==> src/rtl/core_db_enc.sv <==
// Data-bucket Hamming(7,4) encoder: bucket word {data,hdr} -> 11-bit router packet {c[6:0],hdr}.
// Latency: one cycle from input transfer to out_data when the buffer is empty.
// Backpressure: FIFO_DEPTH-entry output buffer; in_ready drops only when full. Optional: CORE_DB_ENC_FAULT_INJECT_EN.

module core_db_fifo #(
    parameter int W     = 11,
    parameter int DEPTH = 2
) (
    input  logic         clk,
    input  logic         reset_n,
    input  logic         push_vld,
    output logic         push_rdy,
    input  logic [W-1:0] push_dat,
    output logic         pop_vld,
    input  logic         pop_rdy,
    output logic [W-1:0] pop_dat,
    output logic         full
);
    // DEPTH must be a power of two so the pointers wrap for free.
    localparam int PW = (DEPTH > 1) ? $clog2(DEPTH) : 1;
    localparam int CW = $clog2(DEPTH + 1);
    localparam logic [CW-1:0] FULL_CNT = CW'(DEPTH);
    localparam logic [CW-1:0] ONE_CNT  = CW'(1);

    typedef enum logic [1:0] {ST_EMPTY, ST_PARTIAL, ST_FULL} st_t;

    st_t           state;
    logic [W-1:0]  mem [DEPTH];
    logic [PW-1:0] wr_ptr, rd_ptr;
    logic [CW-1:0] count, count_nxt;
    logic          rdy_q, vld_q, full_q;
    logic          push, pop;

    assign push     = push_vld & rdy_q;
    assign pop      = vld_q & pop_rdy;
    assign push_rdy = rdy_q;
    assign pop_vld  = vld_q;
    assign full     = full_q;
    assign pop_dat  = vld_q ? mem[rd_ptr] : '0;

    always_comb begin
        count_nxt = count;
        if (push && !pop)
            count_nxt = count + 1'b1;
        else if (!push && pop)
            count_nxt = count - 1'b1;
    end

    always_ff @(posedge clk) begin
        if (push)
            mem[wr_ptr] <= push_dat;
    end

    // rdy_q resets low so nothing is accepted until the first edge after release.
    always_ff @(posedge clk or negedge reset_n) begin
        if (!reset_n) begin
            state  <= ST_EMPTY;
            wr_ptr <= '0;
            rd_ptr <= '0;
            count  <= '0;
            rdy_q  <= 1'b0;
            vld_q  <= 1'b0;
            full_q <= 1'b0;
        end else begin
            if (push)
                wr_ptr <= wr_ptr + 1'b1;
            if (pop)
                rd_ptr <= rd_ptr + 1'b1;
            count  <= count_nxt;
            rdy_q  <= (count_nxt != FULL_CNT);
            vld_q  <= (count_nxt != '0);
            full_q <= (count_nxt == FULL_CNT);
            case (state)
                ST_EMPTY:   if (push) state <= ST_PARTIAL;
                ST_PARTIAL: begin
                    if (push && !pop && count_nxt == FULL_CNT)
                        state <= ST_FULL;
                    else if (pop && !push && count == ONE_CNT)
                        state <= ST_EMPTY;
                end
                ST_FULL:    if (pop) state <= ST_PARTIAL;
                default:    state <= ST_EMPTY;
            endcase
        end
    end
endmodule

module core_db_enc #(
    parameter int FIFO_DEPTH = 2,
    parameter int CNT_W      = 16
) (
    input  logic             clk,
    input  logic             reset_n,
    input  logic             in_valid,
    output logic             in_ready,
    input  logic [7:0]       in_data,
    output logic             out_valid,
    input  logic             out_ready,
    output logic [10:0]      out_data,
    output logic [CNT_W-1:0] pkt_count,
    output logic             fifo_full
`ifdef CORE_DB_ENC_FAULT_INJECT_EN
    ,
    input  logic             inj_arm,
    input  logic [2:0]       inj_pos,
    output logic             inj_done
`endif
);
    typedef struct packed {
        logic [6:0] cw;
        logic [3:0] hdr;
    } pkt_t;

    logic [3:0]  d;
    logic [6:0]  cw_clean, flip;
    pkt_t        enc_pkt;
    logic [10:0] head_dat;

    assign d = in_data[7:4];
    // Bit k-1 holds Hamming position k: {d3,d2,d1,p4,d0,p2,p1}.
    assign cw_clean = {d[3], d[2], d[1], d[1] ^ d[2] ^ d[3],
                       d[0], d[0] ^ d[2] ^ d[3], d[0] ^ d[1] ^ d[3]};

`ifdef CORE_DB_ENC_FAULT_INJECT_EN
    logic       armed;
    logic [2:0] arm_pos;
    logic       in_xfer;

    assign in_xfer  = in_valid & in_ready;
    assign flip     = armed ? (7'd1 << (arm_pos - 3'd1)) : 7'd0;
    assign inj_done = armed & in_xfer;

    always_ff @(posedge clk or negedge reset_n) begin
        if (!reset_n) begin
            armed   <= 1'b0;
            arm_pos <= 3'd0;
        end else if (inj_arm && inj_pos != 3'd0) begin
            armed   <= 1'b1;
            arm_pos <= inj_pos;
        end else if (in_xfer) begin
            armed   <= 1'b0;
        end
    end
`else
    assign flip = 7'd0;
`endif

    assign enc_pkt = '{cw: cw_clean ^ flip, hdr: in_data[3:0]};

    core_db_fifo #(.W(11), .DEPTH(FIFO_DEPTH)) u_fifo (
        .clk      (clk),
        .reset_n  (reset_n),
        .push_vld (in_valid),
        .push_rdy (in_ready),
        .push_dat (enc_pkt),
        .pop_vld  (out_valid),
        .pop_rdy  (out_ready),
        .pop_dat  (head_dat),
        .full     (fifo_full)
    );

    assign out_data = head_dat;

    always_ff @(posedge clk or negedge reset_n) begin
        if (!reset_n)
            pkt_count <= '0;
        else if (out_valid && out_ready)
            pkt_count <= pkt_count + 1'b1;
    end
endmodule

==> config.mk <==
export PLATFORM = sky130hd
export DESIGN_NAME = core_db_enc
export DESIGN_NICKNAME = d
export VERILOG_FILES = /design/src/rtl/core_db_enc.sv
export SDC_FILE = /design/constraint.sdc
export NUM_CORES = 1
export LEC_CHECK = 0
export BUFFER_PORTS_ARGS = -buffer_cell sky130_fd_sc_hd__buf_4
export CAP_MARGIN = 20
export CORE_AREA = 3 3 70 72
export DETAILED_ROUTE_END_ITERATION = 10
export DIE_AREA = 0 0 73 75
export GPL_ROUTABILITY_DRIVEN = 0
export HOLD_SLACK_MARGIN = 0.08
export PLACE_DENSITY_LB_ADDON = 0.12
export SKIP_CTS_REPAIR_TIMING = 1
export SLEW_MARGIN = 30
export SYNTH_ARGS = -nofsm -noshare
export SYNTH_HDL_FRONTEND = slang
export SYNTH_HIERARCHICAL = 1
export SYNTH_SLANG_ARGS = --single-unit
==> constraint.sdc <==
create_clock -name clk -period 4.9 [get_ports clk]
set_clock_uncertainty 0.2 [all_clocks]
set_input_delay 0.49 -clock clk [delete_from_list [all_inputs] [get_ports clk]]
set_output_delay 0.49 -clock clk [all_outputs]
set_load 0.03 [all_outputs]
==> results_tabular.tex <==
\begin{tabular}{lr}
\hline
Metric & Value \\
\hline
\multicolumn{2}{l}{\textbf{Outcome}} \\
Status & complete, no violations \\
\multicolumn{2}{l}{\textbf{Global route}} \\
Initial antenna violation count & 0 \\
Number of global-route vias before repair & 1248 \\
GR Overflow Total & 0 \\
Pin count of the biggest net entering global routing & 24 \\
Wire length of the first global-routing pass & 5790 um \\
GRT Overall Usage & 0.140 \\
\multicolumn{2}{l}{\textbf{Clock tree}} \\
Sink Count & 45 \\
Clock latency at the later pin of the worst-skew pair & 0.30 ns \\
CTS H-tree depth & 2 \\
CTS tree & built \\
Cell chosen for the clock root & clkbuf\_8 \\
Buffer depth of the longest clock path & 2 \\
Clk slew on worst S/H paths & 0.09 ns \\
Inserted Clock Buffers & 5 \\
\multicolumn{2}{l}{\textbf{Pwr}} \\
Power per cell area & 575 nW/um2 \\
Leak & 1.04 nW \\
Max rail drop VDD & 0.268 mV \\
\multicolumn{2}{l}{\textbf{Setup path}} \\
Gate family responsible for the most delay along the worst path & flip-flops \\
Kind of capture point of the worst setup path & primary output \\
Start point of the critical path & u\_fifo/rd\_ptr \\
Critical Path Source Type & flop \\
Critical Path AT & 1.58 ns \\
Buffers and inverters on the worst path & 1 \\
Ordered list of cells on the worst path & mux2i\_1, nor2b\_1, buf\_4 \\
Critical setup path kind & flop to primary output \\
Largest incremental delay on the critical path & 0.77 ns \\
CP required & 4.21 ns \\
CP Max Fanout & 12 \\
Launch point of the worst reg-to-reg path & u\_fifo/pop\_vld \\
Slowest stage cell on the critical path & dfrtp\_1 \\
\multicolumn{2}{l}{\textbf{Floorplanning}} \\
Placeable core area & 4350 um2 \\
Floorplan die width & 73 um \\
Row count & 24 \\
Area of the die & 5480 um2 \\
Io pins & 42 \\
Die boundary height & 75 um \\
Starting density of the core & 0.450 \\
\multicolumn{2}{l}{\textbf{Yosys}} \\
Post-synth net total & 154 \\
Most used flip-flop cell after synthesis & dfrtp\_1 \\
Combined area of all synthesized cells & 1960 um2 \\
Flip-flop and latch count after synthesis & 45 \\
Register area share after synthesis & 0.631 \\
Biggest area contributors in the synthesized netlist & edfxtp\_1 34\%, dfrtp\_1 29\%, xnor2\_1 8.9\% \\
Number of synthesized flops with an enable pin & 22 \\
Count of yosys warnings during synthesis & 6 \\
Cell type with the largest total area after synthesis & edfxtp\_1 \\
Share of synthesized flip-flops with an asynchronous set or reset & 0.511 \\
Yosys top cell area share & 0.337 \\
Mean instance size in the synthesized netlist & 13.9 um2 \\
Top cell types by occurrence after synthesis & 23 x dfrtp\_1, 22 x edfxtp\_1, 20 x xnor2\_1, 11 x mux2i\_1, 11 x nor2b\_1 \\
Most instantiated library cell after synthesis & dfrtp\_1 \\
Cell variety after synth & 35 \\
Cells after Synth & 141 \\
\multicolumn{2}{l}{\textbf{Route}} \\
Ratio of routed vias to standard cells & 5.04 \\
Via count & 1204 \\
Iter 0 DRT Violations & 61 \\
Average wire per standard cell & 15.0 um \\
Pre-antenna DRT Iters & 4 \\
Count of unresolved DRC violations after routing & 0 \\
Final wirelength & 3590 um \\
Final antenna-violating net count & 0 \\
\multicolumn{2}{l}{\textbf{Cells and area}} \\
Layout overhead on the synthesized area & 23.1\% \\
Sequential cell area & 1240 um2 \\
Final-layout fill cell count & 374 \\
Area used by multi-input combinational logic & 694 um2 \\
Share of post-route cells with drive strength above 1 & 0.316 \\
Net total in the final layout & 199 \\
Number of antenna repair diodes & 0 \\
Core utilization of the finished layout & 0.554 \\
\multicolumn{2}{l}{\textbf{Timing}} \\
Sum of negative setup slack & 0 ns \\
Hold Fails Final Rpt & 0 \\
Max Freq & 0.441 GHz \\
RSZ-0062 raised after global routing & false \\
Worst Max-Slew Pin Slew & 0.874 ns \\
Max-slew headroom at the worst pin & 0.415 \\
Smallest hold slack & 0.174 ns \\
Final Max Slew Viols & 0 \\
Portion of the clock cycle consumed by the worst path in the final layout & 0.463 \\
Number of setup violations in the final report & 0 \\
Period minus WS final & 2.27 ns \\
\multicolumn{2}{l}{\textbf{Job}} \\
Maxcap violations & 0 \\
\multicolumn{2}{l}{\textbf{Worst hold path}} \\
Classification of the worst-slack hold path & input port to flop \\
Worst min-delay path startpoint & in\_data[3] \\
\multicolumn{2}{l}{\textbf{Placement}} \\
Half-perimeter wire length of the detailed placement result & 2640 um \\
IO buf count & 41 \\
\hline
\end{tabular}
[cells by family (layout without fill, tap and decap cells)]
kind of cell,after synthesis,count (layout),share of synthesized area
AOI/OAI and AO/OA,5,5,0.0217
xor gates and xnor gates,25,25,0.112
adders and majority gates,1,1,0.00638
buffers and inverters,5,51,0.0147
DFF,45,45,0.631
muxes,12,12,0.0619
and+or+nand+nor,48,48,0.153
[sequential cells by signal (all words and copies together), names as in the netlist]
register / flops
pkt_count: 16
u_fifo/count: 2
u_fifo/full: 1
u_fifo/mem: 22
u_fifo/pop_vld: 1
u_fifo/push_rdy: 1
u_fifo/rd_ptr: 1
u_fifo/wr_ptr: 1
[area by class of cell]
class	instances	area share
clock buffer	5	0.0285
clock inverter	3	0.0104
inverter	1	0.00156
multi-input combinational	91	0.288
sequential	45	0.513
tap	52	0.0270
timing repair buffer	42	0.132
[stage by stage]
step / area (um2) / power (mW) / setup WS, ns / std cells
after detailed placement: 2310 / 1.17 / 2.89 / 230
final: 2410 / 1.39 / 2.63 / 239
after CTS: 2400 / 1.40 / 2.60 / 238
after global routing: 2410 / 1.47 / 2.51 / 239
after global placement: 2310 / 1.14 / 2.91 / 230
after floorplan: 1960 / 0.969 / 2.92 / 141
[per-layer routing]
layer,routed length [um],vias to the layer above,GRT usage,part of all wire
met5,0,-,0,0
met4,37,0,0.0492,0.010
met3,252,4,0.0481,0.070
met2,1800,38,0.234,0.50
met1,1500,581,0.169,0.42
li1,-,581,-,-
[where the power goes]
part / switching, mW / internal, mW / total (mW)
sequential: 0.105 / 0.497 / 0.602
combinational: 0.317 / 0.232 / 0.549
clock: 0.132 / 0.104 / 0.236
total: 0.553 / 0.834 / 1.39
[worst paths after layout]
kind	end	cells past startpoint	slack [ns]
max reg2reg	pkt_count[15]	4	3.06
max in group asynchronous	pkt_count[15]	2	3.86
min	u_fifo/mem[1][3]	1	0.17
max	out_data[0]	3	2.63
min reg2reg	pkt_count[15]	1	0.30
min in group asynchronous	pkt_count[7]	2	0.41
[cell usage in the layout, fill, tap and decap left out, drive strengths merged, types with 2 or more instances in the layout]
master  count
nor3        3
mux2i      11
nand3       6
dfrtp      23
xor2        5
clkbuf      5
nand2       8
and4        2
and2        2
nor2        7
inv         3
edfxtp     22
xnor2      20
nor2b      11
nand4       4
buf        41
Power figures use the tool's default switching activity.
